$ cat src/rtl/blackjack_pkg.sv
// Shared constants, FSM state type and card encoding for the shoe dealer.
package blackjack_pkg;

    localparam int NUM_CARDS = 52;
    localparam int NUM_RANKS = 13;

    typedef enum logic [1:0] {IDLE, PICK, PROBE, DEAL} state_t;

    // Card index 0..51 -> {suit[1:0], 2'b00, rank[3:0]}, rank 1 = ace.
    function automatic logic [7:0] encode_card(input logic [5:0] idx);
        logic [1:0] suit;
        logic [3:0] rank;
        suit = 2'(idx / 6'd13);
        rank = 4'(idx % 6'd13) + 4'd1;
        return {suit, 2'b00, rank};
    endfunction

endpackage

$ cat src/rtl/lfsr_galois.sv
// Free-running Galois LFSR; an all-zero seed is forced to 1 so it never locks up.
module lfsr_galois #(
    parameter int                WIDTH = 16,
    parameter logic [WIDTH-1:0]  TAPS  = 16'hB400,
    parameter logic [WIDTH-1:0]  SEED  = 16'hACE1
) (
    input  logic             clk_i,
    input  logic             rst_i,
    output logic [WIDTH-1:0] state_o
);

    localparam logic [WIDTH-1:0] SEED_NZ =
        (SEED == '0) ? {{(WIDTH-1){1'b0}}, 1'b1} : SEED;

    // Shift right every cycle, folding the feedback mask in when bit 0 falls out.
    always_ff @(posedge clk_i) begin
        if (rst_i)
            state_o <= SEED_NZ;
        else if (state_o[0])
            state_o <= (state_o >> 1) ^ TAPS;
        else
            state_o <= state_o >> 1;
    end

endmodule

$ cat src/rtl/blackjack_shoe_dealer.sv
// Deals cards from a NUM_DECKS shoe without exceeding each card's multiplicity.
module blackjack_shoe_dealer
    import blackjack_pkg::*;
#(
    parameter int                    NUM_DECKS  = 1,
    parameter int                    LFSR_WIDTH = 16,
    parameter logic [LFSR_WIDTH-1:0] LFSR_TAPS  = 16'hB400,
    parameter logic [LFSR_WIDTH-1:0] SEED       = 16'hACE1,
    localparam int                   CL_W       = $clog2(52*NUM_DECKS+1)
) (
    input  logic            clk_i,
    input  logic            rst_i,
    input  logic            request_card_i,
    input  logic            shuffle_i,
    output logic            card_valid_o,
    output logic [7:0]      card_to_send_o,
    output logic            busy_o,
    output logic            shoe_empty_o,
    output logic [CL_W-1:0] cards_left_o
);

    localparam int              CW    = $clog2(NUM_DECKS+1);
    localparam logic [CW-1:0]   DECKS = CW'(NUM_DECKS);
    localparam logic [CL_W-1:0] FULL  = CL_W'(NUM_CARDS*NUM_DECKS);

    state_t                  state;
    logic                    req_q;
    logic                    req_edge;
    logic [5:0]              cand;
    logic [5:0]              pick_idx;
    logic [LFSR_WIDTH-1:0]   lfsr;
    logic                    lfsr_unused;
    logic [CW-1:0]           cnt [NUM_CARDS];

    lfsr_galois #(.WIDTH(LFSR_WIDTH), .TAPS(LFSR_TAPS), .SEED(SEED)) u_lfsr (
        .clk_i   (clk_i),
        .rst_i   (rst_i),
        .state_o (lfsr)
    );

    // Only the low six bits pick the candidate; the rest just feed the sequence.
    assign lfsr_unused  = ^lfsr[LFSR_WIDTH-1:6];
    assign pick_idx     = (lfsr[5:0] < 6'd52) ? lfsr[5:0] : lfsr[5:0] - 6'd52;
    assign req_edge     = request_card_i & ~req_q;
    assign shoe_empty_o = (cards_left_o == '0);

    // Deal FSM: pick a candidate, linear-probe to a free card, then deal it.
    always_ff @(posedge clk_i) begin
        if (rst_i) begin
            state          <= IDLE;
            req_q          <= 1'b0;
            cand           <= '0;
            card_valid_o   <= 1'b0;
            card_to_send_o <= 8'h00;
            busy_o         <= 1'b0;
            cards_left_o   <= FULL;
            for (int i = 0; i < NUM_CARDS; i++) cnt[i] <= '0;
        end else begin
            req_q        <= request_card_i;
            card_valid_o <= 1'b0;
            case (state)
                IDLE: begin
                    // Shuffle has priority; a simultaneous request edge is lost.
                    if (shuffle_i) begin
                        for (int i = 0; i < NUM_CARDS; i++) cnt[i] <= '0;
                        cards_left_o <= FULL;
                    end else if (req_edge && !shoe_empty_o) begin
                        state  <= PICK;
                        busy_o <= 1'b1;
                    end
                end
                PICK: begin
                    cand  <= pick_idx;
                    state <= PROBE;
                end
                PROBE: begin
                    // Shoe is non-empty on entry, so this loop always finds a card.
                    if (cnt[cand] < DECKS)
                        state <= DEAL;
                    else
                        cand <= (cand == 6'd51) ? 6'd0 : cand + 6'd1;
                end
                DEAL: begin
                    cnt[cand]      <= cnt[cand] + CW'(1);
                    cards_left_o   <= cards_left_o - CL_W'(1);
                    card_to_send_o <= encode_card(cand);
                    card_valid_o   <= 1'b1;
                    busy_o         <= 1'b0;
                    state          <= IDLE;
                end
                default: state <= IDLE;
            endcase
        end
    end

endmodule

$ cat config.mk
export PLATFORM = sky130hd
export DESIGN_NAME = blackjack_shoe_dealer
export DESIGN_NICKNAME = d
export VERILOG_FILES = /design/src/rtl/blackjack_pkg.sv /design/src/rtl/lfsr_galois.sv /design/src/rtl/blackjack_shoe_dealer.sv
export SDC_FILE = /design/constraint.sdc
export NUM_CORES = 1
export LEC_CHECK = 0
export BUFFER_PORTS_ARGS = -buffer_cell sky130_fd_sc_hd__clkbuf_2
export CORE_ASPECT_RATIO = 0.7
export CORE_MARGIN = 10
export CORE_UTILIZATION = 40
export DETAILED_ROUTE_END_ITERATION = 7
export PLACE_DENSITY = 0.68
export SLEW_MARGIN = 10
export SYNTH_ARGS = -nofsm -noshare
export SYNTH_HDL_FRONTEND = slang
export SYNTH_SLANG_ARGS = --single-unit
$ cat constraint.sdc
create_clock -name clk_i -period 4.28 [get_ports clk_i]
set_input_delay 0.428 -clock clk_i [delete_from_list [all_inputs] [get_ports clk_i]]
set_output_delay 0.428 -clock clk_i [all_outputs]
set_load 0.05 [all_outputs]
## Word level (Yosys, flattened, before mapping)

Memories as Yosys holds them, arrays and structs flattened. A register that Yosys moved wholly into a read port is not among the register bits.
Cells that the tools add are included.

- $lt $le $gt $ge: 2
- Equal/unequal tests: 9
- Divide/modulo/power cells: 2
- Bitwise operators: 55
- Reductions and logical operators: 11
- Shift-type cells: 0
- Add/subtract/negate cells: 5
- Muxes and demuxes: 80
- Multipliers: 0

Operators with widths:

| cell | count |
|---|---|
| $mux 1 | 65 |
| $or 1x1->1 | 52 |
| $mux 6 | 7 |
| $pmux 6 s2 | 2 |
| $mux 16 | 1 |
| $ne 2x2->1 const B | 5 |
| $pmux 2 s4 | 1 |
| $add 6x1->6 const B | 1 |
| $div 6x4->6 const B | 1 |
| $eq 6x6->1 const B | 1 |
| $logic_not 6->1 | 1 |
| $lt 6x6->1 const B | 1 |
| $mod 6x4->6 const B | 1 |
| $mux 2 | 3 |
| $reduce_and 3->1 | 2 |
| $sub 6x1->6 const B | 1 |
| $sub 6x6->6 const B | 1 |
| $add 4x1->4 const B | 1 |
| $eq 2x2->1 const B | 2 |
| $not 3->4 | 1 |
| $reduce_and 2->1 | 2 |
| $reduce_bool 2->1 | 2 |
| $eq 2x1->1 const B | 1 |
| $logic_not 2->1 | 1 |
| 8 further kinds | 8 |

- Memories kept: 1
- Input bits: 4
- RAM bits: 52
- Logic and storage cells: 173
- Memory bits (read-only): 0
- Output and inout port bits: 17
- Bits in registers: 39
- Bits in latches: 0

Memories:

| memory | words | width | read ports | clocked after Yosys merged registers in | write ports | RTL line | RTL |
|---|---|---|---|---|---|---|---|
| cnt | 52 | 1 | 1 | 1 | 52 | blackjack_shoe_dealer.sv:33 | `logic [CW-1:0] cnt [NUM_CARDS];` |

## Logic depth before layout (Yosys ltp)

Gate-level depths: netlist of the first run.

- Word-level depth: 6
- Mapped depth: 18
- Gate-level depth less buffers: 17

## Modules after synthesis

From an unflattened synthesis of the first run, not the netlist that was laid out.

- Cell total of the unflattened synthesis: 552
- Area total of the unflattened synthesis: 5616.6 sq um

By module, submodules not included:

| module | cells each | seq. area each (sq um) | area each (sq um) | times used |
|---|---|---|---|---|
| blackjack_shoe_dealer | 516 | 2502.4 | 5153.7 | 1 |
| lfsr_galois | 36 | 320.3 | 462.9 | 1 |

## Worst setup path before layout of the first run

OpenSTA, ideal clock, no wires.

- Path kind: register to register
- Start: reg cand[5]
- End: reg card_to_send_o[2]
- Data required time: 4.152 ns
- Path buffers: 1
- Arrival: 3.412 ns
- Library setup time: 0.128 ns
- Clock period less this slack: 3.539 ns
- Slack: 0.741 ns
- Cell stages (with the launch flop): 19
- Cell sequence: dfxtp_1 buf_2 nand3_1 o21ai_0 inv_1 ha_1 o21a_1 nand2_1 xnor2_1 ha_1 nand2b_1 o2111ai_1 nand2_1 xnor2_1 ha_1 xnor2_1 xnor2_1 mux2i_1 nor2_1

- Cells in the longest elaborated chain, start to end: 2

RTL lines:

| what | RTL line | RTL |
|---|---|---|
| start, declared | blackjack_shoe_dealer.sv:29 | `logic [5:0] cand;` |
| start signal, assigned | blackjack_shoe_dealer.sv:73 | `cand <= pick_idx;` |
| start signal, assigned | blackjack_shoe_dealer.sv:81 | `cand <= (cand == 6'd51) ? 6'd0 : cand + 6'd1;` |
| $mod 6x4->6 | blackjack_pkg.sv:14 | `rank = 4'(idx % 6'd13) + 4'd1;` |
| $add 4x1->4 | blackjack_pkg.sv:14 |  |
| end signal, assigned | blackjack_shoe_dealer.sv:86 | `card_to_send_o <= encode_card(cand);` |
| end, declared | blackjack_shoe_dealer.sv:16 | `output logic [7:0] card_to_send_o,` |

Every way passes these cells.
A chain may end at the register's enable or synchronous reset.

## Worst setup path after layout of the first run

- Start: reg cand[1]
- End: reg card_to_send_o[2]

The elaborated chain is that of the path after synthesis.

==> results of run 1 <==
==> cell families (layout without fill, tap and decap cells) <==
logic type               Yosys count  in the layout  share of synthesized area [%]
multiplexers                      29             29                           8.82
other                              1              2                         0.0674
flip-flops                       109            109                           50.7
XOR/XNOR                          14             14                           2.20
buffers and inverters             60             66                           4.48
AND/OR/NAND/NOR                  202            202                           17.4
adder cells (fa/ha/maj)           15             15                           3.37
AO/OA/AOI/OAI                    118            118                           13.0
==> sequential cells by signal, summed over array words and instances, names as in the netlist, named ones only <==
| register | flops |
|---|---|
| card_valid_o | 1 |
| u_lfsr.state_o | 16 |
| cand | 6 |
| cnt | 64 |
| busy_o | 1 |
| req_q | 1 |
| card_to_send_o | 6 |
| state | 2 |
| cards_left_o | 6 |
==> power breakdown <==
| part | total [W] | internal [W] | switching, W |
|---|---|---|---|
| Sequential | 0.00143 | 0.00130 | 0.000130 |
| Clock | 0.000869 | 0.000458 | 0.000410 |
| Combinational | 0.00140 | 0.000526 | 0.000871 |
| Total | 0.00370 | 0.00228 | 0.00141 |
==> critical path: stages, from the launching register on <==
cell and delay (ns):
dfxtp_1 0.68, clkinv_1 0.44, ha_1 0.38, o21a_1 0.23, nand2_1 0.18, xnor2_1 0.26
ha_1 0.33, nand2b_1 0.10, o2111ai_1 0.16, nand2_1 0.17, xnor2_1 0.18, ha_1 0.23
xnor2_1 0.18, xnor2_1 0.08, mux2i_1 0.13, nor2_1 0.05
==> placed cells by master, fill, tap and decap left out, types with 9 or more instances in the layout <==
cell and instances:
nor2_1 98, mux4_2 16, mux2i_1 13, nand2_1 26
nand2b_1 9, xnor2_1 12, o21ai_0 67, clkbuf_16 10
clkbuf_2 18, ha_1 15, dfxtp_1 45, buf_4 13
inv_1 17, nor2b_1 13, nand3_1 11, a21oi_1 10
edfxtp_1 64
==> worst paths after layout <==
check	start	cells past startpoint	end
setup / recovery	cand[1]$_SDFFE_PP0P_	15	card_to_send_o[2]$_SDFFE_PP0P_
hold / removal	request_card_i	2	req_q$_SDFF_PP0_
setup reg to reg	cand[1]$_SDFFE_PP0P_	15	card_to_send_o[2]$_SDFFE_PP0P_
hold reg to reg	u_lfsr.state_o[8]$_SDFF_PP0_	1	u_lfsr.state_o[7]$_SDFF_PP1_
==> area by class of cell <==
| cell class | instances | area, um2 | share of cell area, % |
|---|---|---|---|
| Tap cell | 185 | 231 | 3.78 |
| Multi-Input combinational cell | 380 | 2500 | 40.8 |
| Clock inverter | 5 | 51.3 | 0.837 |
| Sequential cell | 109 | 2820 | 46.1 |
| Timing Repair Buffer | 31 | 188 | 3.06 |
| Clock buffer | 11 | 264 | 4.31 |
| Inverter | 19 | 71.3 | 1.16 |
==> cells in the mapped netlist (12+ instances only) <==
cell type  number
nor2_1         98
edfxtp_1       64
mux2i_1        13
dfxtp_1        45
nor2b_1        13
mux4_2         16
xnor2_1        12
ha_1           15
nand2_1        26
o21ai_0        68
clkbuf_1       30
inv_1          17
==> metal layers <==
| metal | GRT usage (%) | vias up | share of wire [%] |
|---|---|---|---|
| met5 | 0 | - | 0 |
| met4 | 4.76 | 0 | 1.9 |
| li1 | - | 1958 | - |
| met3 | 4.02 | 29 | 9.4 |
| met1 | 18.1 | 2040 | 44 |
| met2 | 20.7 | 194 | 45 |
==> per-stage QoR <==
step                      utilization [%]  cell area [um2]  power [W]  setup slack (ns)  instances
final                                45.7             6130    0.00370             0.367        740
after floorplan                         -             5570    0.00249             0.741        549
after global routing                 45.7             6130    0.00390             0.103        740
after CTS                            45.7             6130    0.00369             0.371        740
after detailed placement             43.4             5810    0.00283             0.389        724
after global placement               43.4             5810    0.00278             0.518        724
==> key figures, run 1 <==
CTS
  – Clock buffer depth: 2
  – Hold buffers post-CTS: 0
  – CTS tree: done
  – Clock-pin transition on the worst setup and hold timing paths: 0.08 ns
  – Resize count post-CTS: 0
  – Clock latency on the worst-skew pair: 0.35 ns
  – Setup bufs post-CTS: 0
  – Cts bufs inserted: 9
  – Clock sinks: 109
  – Root Driver: clkbuf_16
  – H-tree depth: 3

Finish
  – Number of fill cells: 1,229
  – Share of layout cells above drive strength 1: 14.4%
  – Area delta synth->final: 10.1%
  – # nets final: 569
  – Antenna fix cells: 0

GRT
  – First-pass GRT wire length: 21.2 mm
  – Vias in the first global route: 4,060
  – Total global routing overflow: 0
  – Gr usage total: 13.6%
  – Number of antenna violations at the first check in global routing: 0
  – Largest net degree at the start of global routing: 57

Power
  – Max rail drop VDD: 0.235 mV
  – PD cells: 603 mW/mm2
  – Leakage dissipation: 2.10 nW

STA
  – Min Hold Slack: 0.299 ns
  – Slew Viols, Final: 0
  – Max-slew headroom: 46.2%
  – TNS Setup: 0 ns
  – Endpoints failing setup: 0
  – Final period util: 91.4%
  – RSZ-0062 raised after global routing: no
  – Final worst path period need: 3.91 ns
  – FMAX: 0.256 GHz
  – Final hold viol count: 0
  – Measured slew at the worst slew-check pin: 0.800 ns
  – Layout Skew: 0.00654 ns

Detailed routing
  – Via count: 4,221
  – Number of DRC markers in iteration 0: 497
  – Detailed-route vias per instance: 5.70
  – Post-DRT Antenna Nets: 0
  – Per-cell routed wire length: 17.7 um
  – Final wirelength: 13.1 mm
  – Drt pass-1 iters: 5
  – Residual DRC: 0

Die
  – Full die area: 0.0191 mm2
  – Die height: 119 um
  – Cell Rows: 35
  – Io pins: 21
  – Die X: 161 um
  – CORE AREA: 0.0134 mm2
  – Initial Utilization: 41.5%

Setup path
  – Worst Setup Start Kind: flop
  – CP required: 4.52 ns
  – Setup CP Type: reg -> reg
  – Crit path DAT: 4.15 ns
  – Crit-path max FO: 14
  – Reg2Reg Setup Slack: 0.37 ns
  – Endpoint type of the worst setup path: flop

Status
  – Run status: finished, final reports clean

Yosys
  – Syn Area/Cell: 10.2 um2
  – Mapped Cells: 548
  – Sequential share of the synthesized area: 50.7%
  – Warning count from the yosys run: 0
  – Asr flop ratio synth: 0%
  – Main synth FF type: edfxtp_1
  – Share of the synthesized area in the top cell type: 34.5%
  – Synth top area cells: edfxtp_1, dfxtp_1, nor2_1
  – Yosys reg bits: 109
  – Cell Area, Synth: 0.00556 mm2
  – Post-synth EDFFs: 64
  – Post-synth top area cell: edfxtp_1
  – Synth unique cells: 61

Placed design
  – Post-DP HPWL: 9.12 mm
  – PortBufs: 18
  – GPL Wtd Cong: 0.839

Job
  – Max Cap Viol: 0

Worst hold path
  – Hold WC Path Type: in -> reg
Power figures use the tool's default switching activity.
==> inputs of run 2 (changes only) <==
Clock period 4.28 ns to 4.18 ns, I/O delays scaled along.
==> run 2 against run 1 <==
Clock power rose by 4.7%. Combinational power rose by 4%. First-iteration DRC count down 0.80%. Largest cell class unchanged. Maximum frequency increased by 4.2%. Cell area grew 0.22%. Critical path depth grew 3.
==> key figures, run 2 (synthesis results as in run 1) <==
Power
  – Max rail drop VDD: 0.256 mV (was 0.235 mV)
  – PD cells: 625 mW/mm2 (was 603 mW/mm2)
  – Reg power frac: 38.3% (was 38.7%)
  – Switching portion of total power: 38.1% (was 38.2%)
  – Clk pwr share: 23.7% (was 23.5%)
  – Gate power share: 38.0% (was 37.8%)
  – Internal: 0.00238 W (was 0.00228 W)
  – Net Sw Power: 0.00146 W (was 0.00141 W)
  – Leakage dissipation: 2.11 nW (was 2.10 nW)

STA
  – Final worst path period need: 3.75 ns (was 3.91 ns)
  – Min Hold Slack: 0.295 ns (was 0.299 ns)
  – Slew Viols, Final: 0 (unchanged)
  – TNS Setup: 0 ns (unchanged)
  – Layout Skew: 0.00548 ns (was 0.00654 ns)
  – Max-slew headroom: 29.1% (was 46.2%)
  – FMAX: 0.266 GHz (was 0.256 GHz)
  – Final hold viol count: 0 (unchanged)
  – RSZ-0062 raised after global routing: no (unchanged)
  – Measured slew at the worst slew-check pin: 1.04 ns (was 0.800 ns)
  – Endpoints failing setup: 0 (unchanged)
  – Final period util: 89.8% (was 91.4%)

CTS
  – Root Driver: clkbuf_16 (unchanged)
  – Setup bufs post-CTS: 0 (unchanged)
  – Clock buffer depth: 2 (unchanged)
  – Clock latency on the worst-skew pair: 0.35 ns (about the same)
  – Clock-pin transition on the worst setup and hold timing paths: 0.07 ns (was 0.08 ns)
  – H-tree depth: 3 (unchanged)
  – Cts bufs inserted: 9 (unchanged)
  – CTS tree: done (unchanged)
  – Clock sinks: 109 (unchanged)

Job
  – Max Cap Viol: 0 (unchanged)

Detailed routing
  – Detailed-route vias per instance: 5.67 (was 5.70)
  – Post-DRT Antenna Nets: 0 (unchanged)
  – Final wirelength: 13.4 mm (was 13.1 mm)
  – Number of DRC markers in iteration 0: 493 (was 497)
  – Drt pass-1 iters: 5 (unchanged)
  – Per-cell routed wire length: 18.1 um (was 17.7 um)
  – Via count: 4,191 (was 4,221)
  – Residual DRC: 0 (unchanged)

Die
  – Full die area: 0.0191 mm2 (unchanged)
  – CORE AREA: 0.0134 mm2 (unchanged)
  – Cell Rows: 35 (unchanged)
  – Die X: 161 um (unchanged)
  – Die height: 119 um (unchanged)
  – Io pins: 21 (unchanged)
  – Initial Utilization: 41.5% (unchanged)

Setup path
  – CP required: 4.41 ns (was 4.52 ns)
  – Delay of the slowest cell on the worst path: 0.32 ns (was 0.68 ns)
  – Critical path depth: 18 (was 15)
  – Reg2reg end: card_to_send_o[2]$_SDFFE_PP0P_ (unchanged)
  – Crit path DAT: 3.99 ns (was 4.15 ns)
  – Crit-path max FO: 21 (was 14)
  – Family with the most delay on the worst path: adder cells (unchanged)
  – Setup CP Type: reg -> reg (unchanged)
  – Worst path slowest cell: dfxtp_1 (unchanged)
  – Reg2Reg Setup Slack: 0.43 ns (was 0.37 ns)
  – Critical-path cell list: buf_4, a21bo_2, o21ai_1, inv_1, ha_1, o21a_1, nand2_1, xnor2_2, ha_1, nand2b_1, o2111ai_1, nand2_1, xnor2_1, ha_1, xnor2_1, xnor2_1, mux2i_1, nor2_1 (was clkinv_1, ha_1, o21a_1, nand2_1, xnor2_1, ha_1, nand2b_1, o2111ai_1, nand2_1, xnor2_1, ha_1, xnor2_1, xnor2_1, mux2i_1, nor2_1)
  – Endpoint type of the worst setup path: flop (unchanged)
  – Worst r2r src: cand[4]$_SDFFE_PP0P_ (was cand[1]$_SDFFE_PP0P_)
  – CP Buf/Inv Count: 2 (was 1)
  – Worst reg-to-reg path cell count: 18 (was 15)
  – Worst Setup Start Kind: flop (unchanged)

Status
  – Run status: finished, final reports clean (unchanged)

Placed design
  – GPL Wtd Cong: 0.885 (was 0.839)
  – PortBufs: 18 (unchanged)
  – Post-DP HPWL: 9.24 mm (was 9.12 mm)

GRT
  – First-pass GRT wire length: 21.3 mm (was 21.2 mm)
  – Number of antenna violations at the first check in global routing: 0 (unchanged)
  – Largest net degree at the start of global routing: 57 (unchanged)
  – Total global routing overflow: 0 (unchanged)
  – Vias in the first global route: 3,971 (was 4,060)
  – Gr usage total: 13.7% (was 13.6%)

Finish
  – Most frequent cells in the layout: nor2_1, o21ai_0, edfxtp_1 (unchanged)
  – Fin util: 45.8% (was 45.7%)
  – # nets final: 568 (was 569)
  – Leading cell type in the layout, fill and taps excluded: nor2_1 (unchanged)
  – Antenna fix cells: 0 (unchanged)
  – Biggest register: cnt (unchanged)
  – Max FFs per register: 64 (unchanged)
  – Area delta synth->final: 10.4% (was 10.1%)
  – Share of layout cells above drive strength 1: 15.0% (was 14.4%)
  – Largest regs: cnt x64, u_lfsr.state_o x16 (unchanged)
  – Number of fill cells: 1,266 (was 1,229)

Worst hold path
  – Worst Hold Path EP: req_q$_SDFF_PP0_ (unchanged)
  – Worst Hold Path Cells: 2 (unchanged)
  – Hold WC Path Type: in -> reg (unchanged)
  – Worst Hold Launch: request_card_i (unchanged)
[run 2: changes by cell type in the layout (fill, tap and decap cells not counted)]
cell | previous run | this run
buf_4 | 13 | 12
clkbuf_16 | 10 | 11
dfxtp_2 | 0 | 2
xnor2_2 | 0 | 1
clkinv_8 | 1 | 0
clkinvlp_4 | 0 | 1
dfxtp_1 | 45 | 43
clkinv_2 | 0 | 1
xnor2_1 | 12 | 11
inv_6 | 2 | 1
clkinv_4 | 2 | 1
clkinv_1 | 1 | 0
inv_8 | 0 | 1
[run 2: final cells by class]
cell class / instances / area [um2] / share of cell area [%]
sequential: 109 / 2830 / 46.0
inverter: 19 / 75.1 / 1.22
clock buffer: 12 / 289 / 4.71
clock inverter: 4 / 33.8 / 0.550
timing repair buffer: 30 / 180 / 2.93
tap: 185 / 231 / 3.77
multi-input combinational: 380 / 2510 / 40.8
[run 2: how the worst max path moves through the flow]
stage,start,to,slack [ns]
floorplan,cand[5]$_SDFFE_PP0P_,card_to_send_o[2]$_SDFFE_PP0P_,0.64
global placement,cand[5]$_SDFFE_PP0P_,card_to_send_o[2]$_SDFFE_PP0P_,0.45
detailed placement,cand[5]$_SDFFE_PP0P_,card_to_send_o[2]$_SDFFE_PP0P_,0.22
CTS,cand[5]$_SDFFE_PP0P_,card_to_send_o[2]$_SDFFE_PP0P_,0.20
global route,cand[4]$_SDFFE_PP0P_,card_to_send_o[2]$_SDFFE_PP0P_,0.14
finish,cand[4]$_SDFFE_PP0P_,card_to_send_o[2]$_SDFFE_PP0P_,0.43
[run 2: per-layer routing]
layer	track usage (%)	share of wire, %
met1	18.9	45
met2	20.8	46
met3	3.02	8.1
met4	4.31	1.6
met5	0	0
[run 2: through the flow]
stage | std cells | setup slack [ns] | total power, W | area [um2]
floorplan | 549 | 0.641 | 0.00255 | 5570
global placement | 723 | 0.455 | 0.00283 | 5800
detailed placement | 723 | 0.219 | 0.00290 | 5800
CTS | 739 | 0.197 | 0.00381 | 6130
global route | 739 | 0.143 | 0.00405 | 6140
finish | 739 | 0.426 | 0.00384 | 6140
[run 2: timing repair]
item                                    in CTS  in global routing
endpoints found under the setup margin       0                  2
hold buffers                                 0                  0
gates resized for setup                      0                  5
[run 2: power groups by stage]
stage               Combinational (W)  Clock [W]  Sequential (W)
floorplan                     0.00109          0         0.00147
global placement              0.00136          0         0.00148
detailed placement            0.00142          0         0.00149
CTS                           0.00142   0.000922         0.00146
global route                  0.00160   0.000956         0.00149
finish                        0.00146   0.000910         0.00147
==> inputs of run 3 (changes only) <==
Settings changed: BUFFER_PORTS_ARGS -buffer_cell sky130_fd_sc_hd__clkbuf_2 to default, DONT_BUFFER_PORTS from default to 1, GPL_TIMING_DRIVEN from default to 0, PLACE_DENSITY 0.68 to 0.66.
==> run 3 against run 2 <==
Maximum frequency is 4.1% lower. Power decreased by 0.39%. Non-clock buffer count is 11 higher. Critical endpoint unchanged.
==> key figures, run 3 (synthesis results as in run 1) <==
Status
  – Run status: finished, final reports clean (unchanged)

Setup path
  – Crit-path max FO: 10 (was 21)
  – Critical-path cell list: buf_2, nand3_2, o21ai_2, inv_1, ha_1, o21a_1, nand2_1, xnor2_2, ha_1, nand2b_1, o2111ai_1, nand2_1, xnor2_1, ha_1, xnor2_1, xnor2_1, mux2i_1, nor2_1 (was buf_4, a21bo_2, o21ai_1, inv_1, ha_1, o21a_1, nand2_1, xnor2_2, ha_1, nand2b_1, o2111ai_1, nand2_1, xnor2_1, ha_1, xnor2_1, xnor2_1, mux2i_1, nor2_1)
  – Family with the most delay on the worst path: simple AND/OR/NAND/NOR gates (was adder cells)
  – Setup CP Type: reg -> reg (unchanged)
  – Delay of the slowest cell on the worst path: 0.37 ns (was 0.32 ns)
  – Endpoint type of the worst setup path: flop (unchanged)
  – CP required: 4.41 ns (about the same)
  – Crit path DAT: 4.14 ns (was 3.99 ns)
  – CP Buf/Inv Count: 2 (unchanged)
  – Worst Setup Start Kind: flop (unchanged)
  – Worst r2r src: cand[5]$_SDFFE_PP0P_ (was cand[4]$_SDFFE_PP0P_)
  – Setup crit start: cand[5]$_SDFFE_PP0P_ (was cand[4]$_SDFFE_PP0P_)
  – Worst path slowest cell: dfxtp_1 (unchanged)

Finish
  – Largest regs: cnt x64, u_lfsr.state_o x16 (unchanged)
  – Max FFs per register: 64 (unchanged)
  – Most frequent cells in the layout: nor2_1, o21ai_0, edfxtp_1 (unchanged)
  – Seq. cell area: 0.00282 mm2 (was 0.00283 mm2)
  – Area delta synth->final: 10.1% (was 10.4%)
  – Fin util: 45.7% (was 45.8%)
  – Multi-input gate area: 0.00251 mm2 (about the same)
  – Layout Cells excl Fill: 750 (was 739)
  – Biggest register: cnt (unchanged)
  – Share of layout cells above drive strength 1: 11.0% (was 15.0%)
  – Number of fill cells: 1,260 (was 1,266)
  – Leading cell type in the layout, fill and taps excluded: nor2_1 (unchanged)
  – Antenna fix cells: 0 (unchanged)
  – # nets final: 579 (was 568)

Detailed routing
  – Final wirelength: 14.0 mm (was 13.4 mm)
  – Per-cell routed wire length: 18.7 um (was 18.1 um)
  – Detailed-route vias per instance: 5.78 (was 5.67)
  – Post-DRT Antenna Nets: 0 (unchanged)
  – Drt pass-1 iters: 6 (was 5)
  – Via count: 4,335 (was 4,191)
  – Residual DRC: 0 (unchanged)
  – Number of DRC markers in iteration 0: 529 (was 493)

CTS
  – Clock-pin transition on the worst setup and hold timing paths: 0.08 ns (was 0.07 ns)
  – Clock buffer depth: 2 (unchanged)
  – Root Driver: clkbuf_16 (unchanged)
  – Cts bufs inserted: 9 (unchanged)
  – Clock latency on the worst-skew pair: 0.35 ns (about the same)
  – Clock sinks: 109 (unchanged)
  – CTS tree: done (unchanged)
  – H-tree depth: 3 (unchanged)
  – Setup bufs post-CTS: 0 (unchanged)

STA
  – Slew Viols, Final: 0 (unchanged)
  – Max-slew headroom: 45.0% (was 29.1%)
  – Final worst path period need: 3.91 ns (was 3.75 ns)
  – Min Hold Slack: 0.200 ns (was 0.295 ns)
  – RSZ-0062 raised after global routing: no (unchanged)
  – Final period util: 93.6% (was 89.8%)
  – Endpoints failing setup: 0 (unchanged)
  – Final hold viol count: 0 (unchanged)
  – Layout Skew: 0.00743 ns (was 0.00548 ns)
  – TNS Setup: 0 ns (unchanged)
  – FMAX: 0.256 GHz (was 0.266 GHz)
  – Measured slew at the worst slew-check pin: 0.819 ns (was 1.04 ns)

Power
  – Clk pwr share: 23.1% (was 23.7%)
  – Max rail drop VDD: 0.223 mV (was 0.256 mV)
  – Gate power share: 38.3% (was 38.0%)
  – Leakage dissipation: 2.05 nW (was 2.11 nW)
  – Switching portion of total power: 39.2% (was 38.1%)
  – PD cells: 624 mW/mm2 (was 625 mW/mm2)
  – Net Sw Power: 0.00150 W (was 0.00146 W)
  – Internal: 0.00233 W (was 0.00238 W)
  – Reg power frac: 38.6% (was 38.3%)

GRT
  – Gr usage total: 14.5% (was 13.7%)
  – Largest net degree at the start of global routing: 22 (was 57)
  – Number of antenna violations at the first check in global routing: 0 (unchanged)
  – First-pass GRT wire length: 22.4 mm (was 21.3 mm)
  – Total global routing overflow: 0 (unchanged)
  – Vias in the first global route: 4,134 (was 3,971)

Die
  – Die height: 119 um (unchanged)
  – Cell Rows: 35 (unchanged)
  – CORE AREA: 0.0134 mm2 (unchanged)
  – Io pins: 21 (unchanged)
  – Full die area: 0.0191 mm2 (unchanged)
  – Die X: 161 um (unchanged)
  – Initial Utilization: 41.5% (unchanged)

Worst hold path
  – Worst Hold Launch: request_card_i (unchanged)
  – Hold WC Path Type: in -> reg (unchanged)

Job
  – Max Cap Viol: 0 (unchanged)

Placed design
  – GPL Wtd Cong: 0.908 (was 0.885)
  – PortBufs: 0 (was 18)
  – Placed Cells incl. Taps: 734 (was 723)
  – Post-DP HPWL: 10.1 mm (was 9.24 mm)
run 3: area by class of cell:
cell class                      count  area share [%]
Inverter                           19            1.16
Multi-Input combinational cell    380            41.0
Clock buffer                       10            4.08
Tap cell                          185            3.78
Clock inverter                      6           0.980
Buffer                             41            2.92
Sequential cell                   109            46.1
run 3: path summary, 6_finish.rpt:
kind              slack, ns  depth (start not counted)                              to
setup reg to reg       0.27                         18  card_to_send_o[2]$_SDFFE_PP0P_
setup / recovery       0.27                         18  card_to_send_o[2]$_SDFFE_PP0P_
hold / removal         0.20                          1                req_q$_SDFF_PP0_
hold reg to reg        0.41                          1    u_lfsr.state_o[7]$_SDFF_PP1_
run 3: routing by layer:
| metal | part of all wire (%) | up-vias | wire length [um] | global-route usage (%) |
|---|---|---|---|---|
| li1 | - | 1982 | - | - |
| met1 | 46 | 2099 | 6440 | 20.5 |
| met2 | 43 | 239 | 5980 | 21.1 |
| met3 | 10 | 15 | 1440 | 4.09 |
| met4 | 1.2 | 0 | 164 | 3.85 |
| met5 | 0 | - | 0 | 0 |
run 3: power by group through the flow:
| stage | clock (W) | combinational [W] | sequential, W |
|---|---|---|---|
| global placement | 0 | 0.00137 | 0.00149 |
| CTS | 0.000891 | 0.00142 | 0.00148 |
| finish | 0.000883 | 0.00146 | 0.00148 |
| global route | 0.000927 | 0.00161 | 0.00149 |
| detailed placement | 0 | 0.00141 | 0.00150 |
| floorplan | 0 | 0.00109 | 0.00147 |
run 3: repair_timing:
| action | in CTS | in global routing |
|---|---|---|
| hold buffers | 0 | 0 |
| endpoints found under the setup margin | 1 | 2 |
| resized for setup | 3 | 3 |
| hold endpoints to repair | 0 | 0 |
run 3: per-stage QoR:
| stage | total power [W] | instance area (um2) | setup slack [ns] |
|---|---|---|---|
| after detailed placement | 0.00291 | 5800 | -0.114 |
| final | 0.00382 | 6130 | 0.266 |
| after global placement | 0.00287 | 5800 | 0.00521 |
| after CTS | 0.00379 | 6110 | 0.0786 |
| after floorplan | 0.00255 | 5570 | 0.641 |
| after global routing | 0.00403 | 6130 | 0.00617 |
